## src/rtl/pipe_hazard_ctrl.sv

```systemverilog
// Hazard controller for the 5-stage pipeline: load-use bubbles, taken-branch flushes, data-memory holds.
// Define HAZARD_PERF_EN to build the saturating stall/flush/wait performance counters.
module pipe_hazard_ctrl #(
    parameter int LOAD_STALLS  = 1,
    parameter int FLUSH_CYCLES = 2,
    parameter int CNT_W        = 4
) (
    input  logic        clock,
    input  logic        reset,
    input  logic        idex_memread,
    input  logic [4:0]  idex_rt,
    input  logic [4:0]  ifid_rs,
    input  logic [4:0]  ifid_rt,
    input  logic        ifid_uses_rt,
    input  logic        branch_taken,
    input  logic        dmem_req,
    input  logic        dmem_ready,
    output logic        pc_write,
    output logic        ifid_write,
    output logic        ifid_flush,
    output logic        idex_flush,
    output logic        pipe_hold,
    output logic [1:0]  state,
    output logic [31:0] stall_count,
    output logic [31:0] flush_count,
    output logic [31:0] wait_count
);

    typedef enum logic [1:0] {
        RUN      = 2'd0,
        LU_STALL = 2'd1,
        BR_FLUSH = 2'd2,
        MEM_WAIT = 2'd3
    } state_e;

    state_e           state_q, state_d;
    state_e           ret_q, ret_d;
    logic [CNT_W-1:0] cnt_q, cnt_d;

    logic hazard;
    logic mem_wait;
    logic pc_write_c;
    logic ifid_write_c;
    logic ifid_flush_c;
    logic idex_flush_c;
    logic hold_c;
    logic bubble_c;

    always_comb begin
        hazard   = idex_memread && (idex_rt != 5'd0) &&
                   ((idex_rt == ifid_rs) || (ifid_uses_rt && (idex_rt == ifid_rt)));
        mem_wait = dmem_req && !dmem_ready;
    end

    always_comb begin
        state_d      = state_q;
        ret_d        = ret_q;
        cnt_d        = cnt_q;
        pc_write_c   = 1'b1;
        ifid_write_c = 1'b1;
        ifid_flush_c = 1'b0;
        idex_flush_c = 1'b0;
        hold_c       = 1'b0;
        bubble_c     = 1'b0;

        case (state_q)
            RUN: begin
                if (mem_wait) begin
                    pc_write_c   = 1'b0;
                    ifid_write_c = 1'b0;
                    hold_c       = 1'b1;
                    ret_d        = RUN;
                    state_d      = MEM_WAIT;
                end else if (branch_taken) begin
                    // A simultaneous hazard is dropped: its IF/ID instruction is being flushed.
                    ifid_flush_c = 1'b1;
                    idex_flush_c = 1'b1;
                    if (FLUSH_CYCLES > 1) begin
                        cnt_d   = CNT_W'(FLUSH_CYCLES - 1);
                        state_d = BR_FLUSH;
                    end
                end else if (hazard) begin
                    pc_write_c   = 1'b0;
                    ifid_write_c = 1'b0;
                    idex_flush_c = 1'b1;
                    bubble_c     = 1'b1;
                    if (LOAD_STALLS > 1) begin
                        cnt_d   = CNT_W'(LOAD_STALLS - 1);
                        state_d = LU_STALL;
                    end
                end
            end

            LU_STALL: begin
                pc_write_c   = 1'b0;
                ifid_write_c = 1'b0;
                if (mem_wait) begin
                    hold_c  = 1'b1;
                    ret_d   = LU_STALL;
                    state_d = MEM_WAIT;
                end else begin
                    idex_flush_c = 1'b1;
                    bubble_c     = 1'b1;
                    cnt_d        = cnt_q - CNT_W'(1);
                    if (cnt_q == CNT_W'(1)) begin
                        state_d = RUN;
                    end
                end
            end

            BR_FLUSH: begin
                if (mem_wait) begin
                    pc_write_c   = 1'b0;
                    ifid_write_c = 1'b0;
                    hold_c       = 1'b1;
                    ret_d        = BR_FLUSH;
                    state_d      = MEM_WAIT;
                end else begin
                    ifid_flush_c = 1'b1;
                    idex_flush_c = 1'b1;
                    cnt_d        = cnt_q - CNT_W'(1);
                    if (cnt_q == CNT_W'(1)) begin
                        state_d = RUN;
                    end
                end
            end

            MEM_WAIT: begin
                pc_write_c   = 1'b0;
                ifid_write_c = 1'b0;
                hold_c       = 1'b1;
                // The completing cycle still holds; a withdrawn request releases as well.
                if (!mem_wait) begin
                    state_d = ret_q;
                end
            end

            default: begin
                state_d = RUN;
            end
        endcase

        if (reset) begin
            pc_write_c   = 1'b0;
            ifid_write_c = 1'b0;
            ifid_flush_c = 1'b1;
            idex_flush_c = 1'b1;
            hold_c       = 1'b0;
            bubble_c     = 1'b0;
        end
    end

    always_ff @(posedge clock or posedge reset) begin
        if (reset) begin
            state_q <= RUN;
            ret_q   <= RUN;
            cnt_q   <= '0;
        end else begin
            state_q <= state_d;
            ret_q   <= ret_d;
            cnt_q   <= cnt_d;
        end
    end

    assign pc_write   = pc_write_c;
    assign ifid_write = ifid_write_c;
    assign ifid_flush = ifid_flush_c;
    assign idex_flush = idex_flush_c;
    assign pipe_hold  = hold_c;
    assign state      = state_q;

`ifdef HAZARD_PERF_EN
    logic [31:0] stall_cnt_q;
    logic [31:0] flush_cnt_q;
    logic [31:0] wait_cnt_q;

    function automatic logic [31:0] sat_inc(input logic [31:0] v);
        return (v == 32'hFFFF_FFFF) ? v : v + 32'd1;
    endfunction

    always_ff @(posedge clock or posedge reset) begin
        if (reset) begin
            stall_cnt_q <= '0;
            flush_cnt_q <= '0;
            wait_cnt_q  <= '0;
        end else begin
            if (bubble_c) begin
                stall_cnt_q <= sat_inc(stall_cnt_q);
            end
            if (ifid_flush_c) begin
                flush_cnt_q <= sat_inc(flush_cnt_q);
            end
            if (hold_c) begin
                wait_cnt_q <= sat_inc(wait_cnt_q);
            end
        end
    end

    assign stall_count = stall_cnt_q;
    assign flush_count = flush_cnt_q;
    assign wait_count  = wait_cnt_q;
`else
    assign stall_count = 32'd0;
    assign flush_count = 32'd0;
    assign wait_count  = 32'd0;
`endif

endmodule

```

## config.mk

```make
export PLATFORM = sky130hd
export DESIGN_NAME = pipe_hazard_ctrl
export DESIGN_NICKNAME = d
export VERILOG_FILES = /design/src/rtl/pipe_hazard_ctrl.sv
export SDC_FILE = /design/constraint.sdc
export NUM_CORES = 1
export LEC_CHECK = 0
export BUFFER_PORTS_ARGS = -buffer_cell sky130_fd_sc_hd__clkbuf_2
export CAP_MARGIN = 10
export CORE_MARGIN = 8
export CORE_UTILIZATION = 35
export DETAILED_ROUTE_END_ITERATION = 12
export GPL_ROUTABILITY_DRIVEN = 0
export PLACE_DENSITY = 0.74
export SYNTH_ARGS = -nofsm -noshare
export SYNTH_HDL_FRONTEND = slang
export SYNTH_SLANG_ARGS = --single-unit
```

## constraint.sdc

```tcl
create_clock -name clock -period 1.5 [get_ports clock]
set_input_delay 0.225 -clock clock [delete_from_list [all_inputs] [get_ports clock]]
set_output_delay 0.225 -clock clock [all_outputs]
set_load 0.03 [all_outputs]
```

==> out/metrics.cfg <==
[synthesis]
ys_seq_elements = 8
synth-async-reset-ratio = 1.000
ys.flop_type = dfrtp_1
ys_top_cells_by_area = buf_4 (49%), dfrtp_1 (13%), ha_1 (6.7%)
ys_types = 35
yosysSeqAreaShare = 0.1341
synth_area_per_cell_um2 = 7.898
yosysTopAreaCell = buf_4
synth_edf_count = 0
synth_cells = 189
yosysTopAreaCellShare = 0.4878
syn-cell-area_mm2 = 0.001493
ys.warnings.count = 0

[timing]
slew_headroom = 0.6263
drv_slew = 0
period_needed_ns = 1.738
timing.fmax_mhz = 575.4
post-route-period-util = 1.159
worstMarginPinSlew_ns = 0.5594
finalSetupViolCount = 7
finClkSkew_ns = 0.005443
fin_ws_ns = -0.2381
hold_viol = 0
rsz0062_at_grt = yes

[detailed_routing]
drc = 0
vias_per_cell = 3.761
wl_mm = 3.391
drt_first_iter_violations = 7
wl_per_cell_um = 11.90
drt_pass1_iterations = 3
vias = 1072
drt.antenna.violating_nets = 0

[critical_path]
endpoint_kind = output pin
r2r_slack_ns = -0.04
cp-endpoint = idex_flush
ff2ff_path_depth = 8
worstSetupStartpoint = state[0]
worst-endpoint-arrival_ns = 1.51
worstSetupStartpointType = flop
crit_path_max_fanout = 4
regToRegEndpoint = state[0]
r2r-start = state[0]
path_class = flop to output pin
required_ns = 1.27

[hold_path]
hp-class = primary input to async pin

[cts]
cts-root-buf = clkbuf_8
clock_sinks = 8
ctsHoldBuffers = 0
ctsLongestPathBuffers = 2
clk_pin_slew_ns = 0.04
tritoncts = done
htree_levels = 1
worstSkewPairLatency_ns = 0.23
cts_buffers = 3

[cells_and_area]
stdcell_area_mm2 = 0.001694
nets = 267
insertedDiodeCount = 0
drive_above_1_share = 0.3362
areaGrowthSynthToFinish_pct = 13.50

[placement]
io_buffers = 28
hpwl_mm = 2.942
pre_cts_ws_ns = -0.2492
postPlaceCellArea_mm2 = 0.001538

[outcome]
violations = setup timing
status = finished, violations left

[grt]
grt-ovfl-total = 0
antenna_found_initial = 0
track_usage = 0.08703
grt_pass1_vias = 1105
grt_max_degree = 9
grt_pass1_wl_mm = 4.623

[pwr]
power_density_mw_per_mm2 = 1821
peakVddDrop_mv = 1.074
leakagePower_uw = 0.0009134

[flow_run]
drv_cap = 0

[floorplanning]
die-area_mm2 = 0.006611
die_w_um = 81.31
die_h_um = 81.31
initial_core_util = 0.3679
rows = 23
core_mm2 = 0.004058
boundaryPins = 125

==> cell usage in the layout, fill, tap and decap left out, types with 3 or more instances in the layout <==
cell type  count
conb_1        96
nor2_1         4
ha_1           4
nand2_1        4
xnor2_1        4
dfrtp_1        6
clkbuf_8       8
a21oi_1        4
buf_4         18
xor2_1         6
nand3_1        3
clkbuf_2      22
o21ai_0        5
inv_1          4
nor2_2         4
inv_4          3
==> worst min path at each step <==
stage | endpoint | slack (ns) | cells after the start
after floorplan | cnt_q[0] | 0.06 | 1
final | cnt_q[2] | 0.07 | 3
after global placement | ret_q[1] | 0.30 | 3
after global routing | ret_q[1] | 0.11 | 3
after detailed placement | ret_q[1] | 0.30 | 3
after CTS | ret_q[1] | 0.06 | 3
==> cells by family after synthesis <==
logic type / count (synthesis) / synth area share
AO/OA/AOI/OAI: 27 / 0.1224
XOR/XNOR: 10 / 0.05867
adder cells (fa/ha/maj): 8 / 0.06706
buffers and inverters: 106 / 0.5122
flip-flops: 8 / 0.1341
other: 1 / 0.002512
AND/OR/NAND/NOR: 29 / 0.1031
==> registers in the layout, summed over array words and instances (netlist names) <==
| name | cells |
|---|---|
| state | 2 |
| ret_q | 2 |
| cnt_q | 4 |
==> where the power goes <==
part           total (µW)  switching [µW]  leakage [µW]  internal [µW]
sequential            460             118     0.0000944            342
combinational        2360            1340      0.000797           1020
clock                 262            88.2     0.0000216            174
==> area by class of cell <==
| cell class | count | area (µm²) |
|---|---|---|
| Sequential cell | 8 | 202.7 |
| Inverter | 7 | 33.78 |
| Timing Repair Buffer | 47 | 340.3 |
| Clock buffer | 3 | 41.29 |
| Tap cell | 50 | 62.56 |
| Multi-Input combinational cell | 170 | 1013 |
| Fill cell | 391 | 2364 |
==> critical path, stage by stage (launching register included) <==
cell     delay [ns]
dfrtp_2        0.41
inv_4          0.08
ha_4           0.21
or2_4          0.24
a21oi_4        0.14
a21oi_4        0.04
buf_8          0.14
==> through the flow <==
step	power (µW)	TNS, ns	utilization	cells	hold slack, ns
2_1_floorplan	2103	-0.2277	-	284	0.05579
3_3_place_gp	2461	-0.6318	0.3790	281	0.2974
3_5_place_dp	2488	-0.7345	0.3790	281	0.3024
4_1_cts	2970	-0.9921	0.4120	285	0.06448
5_1_grt	3327	-1.527	0.4175	285	0.1146
6_report	3085	-0.9888	0.4175	285	0.07068
==> cell usage after synthesis (2+ instances only) <==
library cell,count
nor4_1,2
o21ai_0,6
nor3_1,2
nand2b_1,3
inv_1,7
xnor2_1,4
buf_4,97
nor2_1,8
ha_1,8
dfrtp_1,8
xor2_1,6
nand3_1,3
a22o_1,2
a21oi_1,8
nand2_1,5
==> layer usage <==
| metal | vias up | global-route usage | part of all wire |
|---|---|---|---|
| li1 | 516 | - | - |
| met1 | 477 | 0.09230 | 0.35 |
| met2 | 72 | 0.1551 | 0.50 |
| met3 | 7 | 0.02428 | 0.13 |
| met4 | 0 | 0.04107 | 0.014 |
| met5 | - | 0 | 0 |
==> what timing repair did <==
item | CTS | global route
buffers inserted | 2 | 0
resized for setup | 19 | 7
setup endpoints to repair | 7 | 9
pin swaps | 9 | 3
Note: power is estimated with default switching activity, not from simulation.
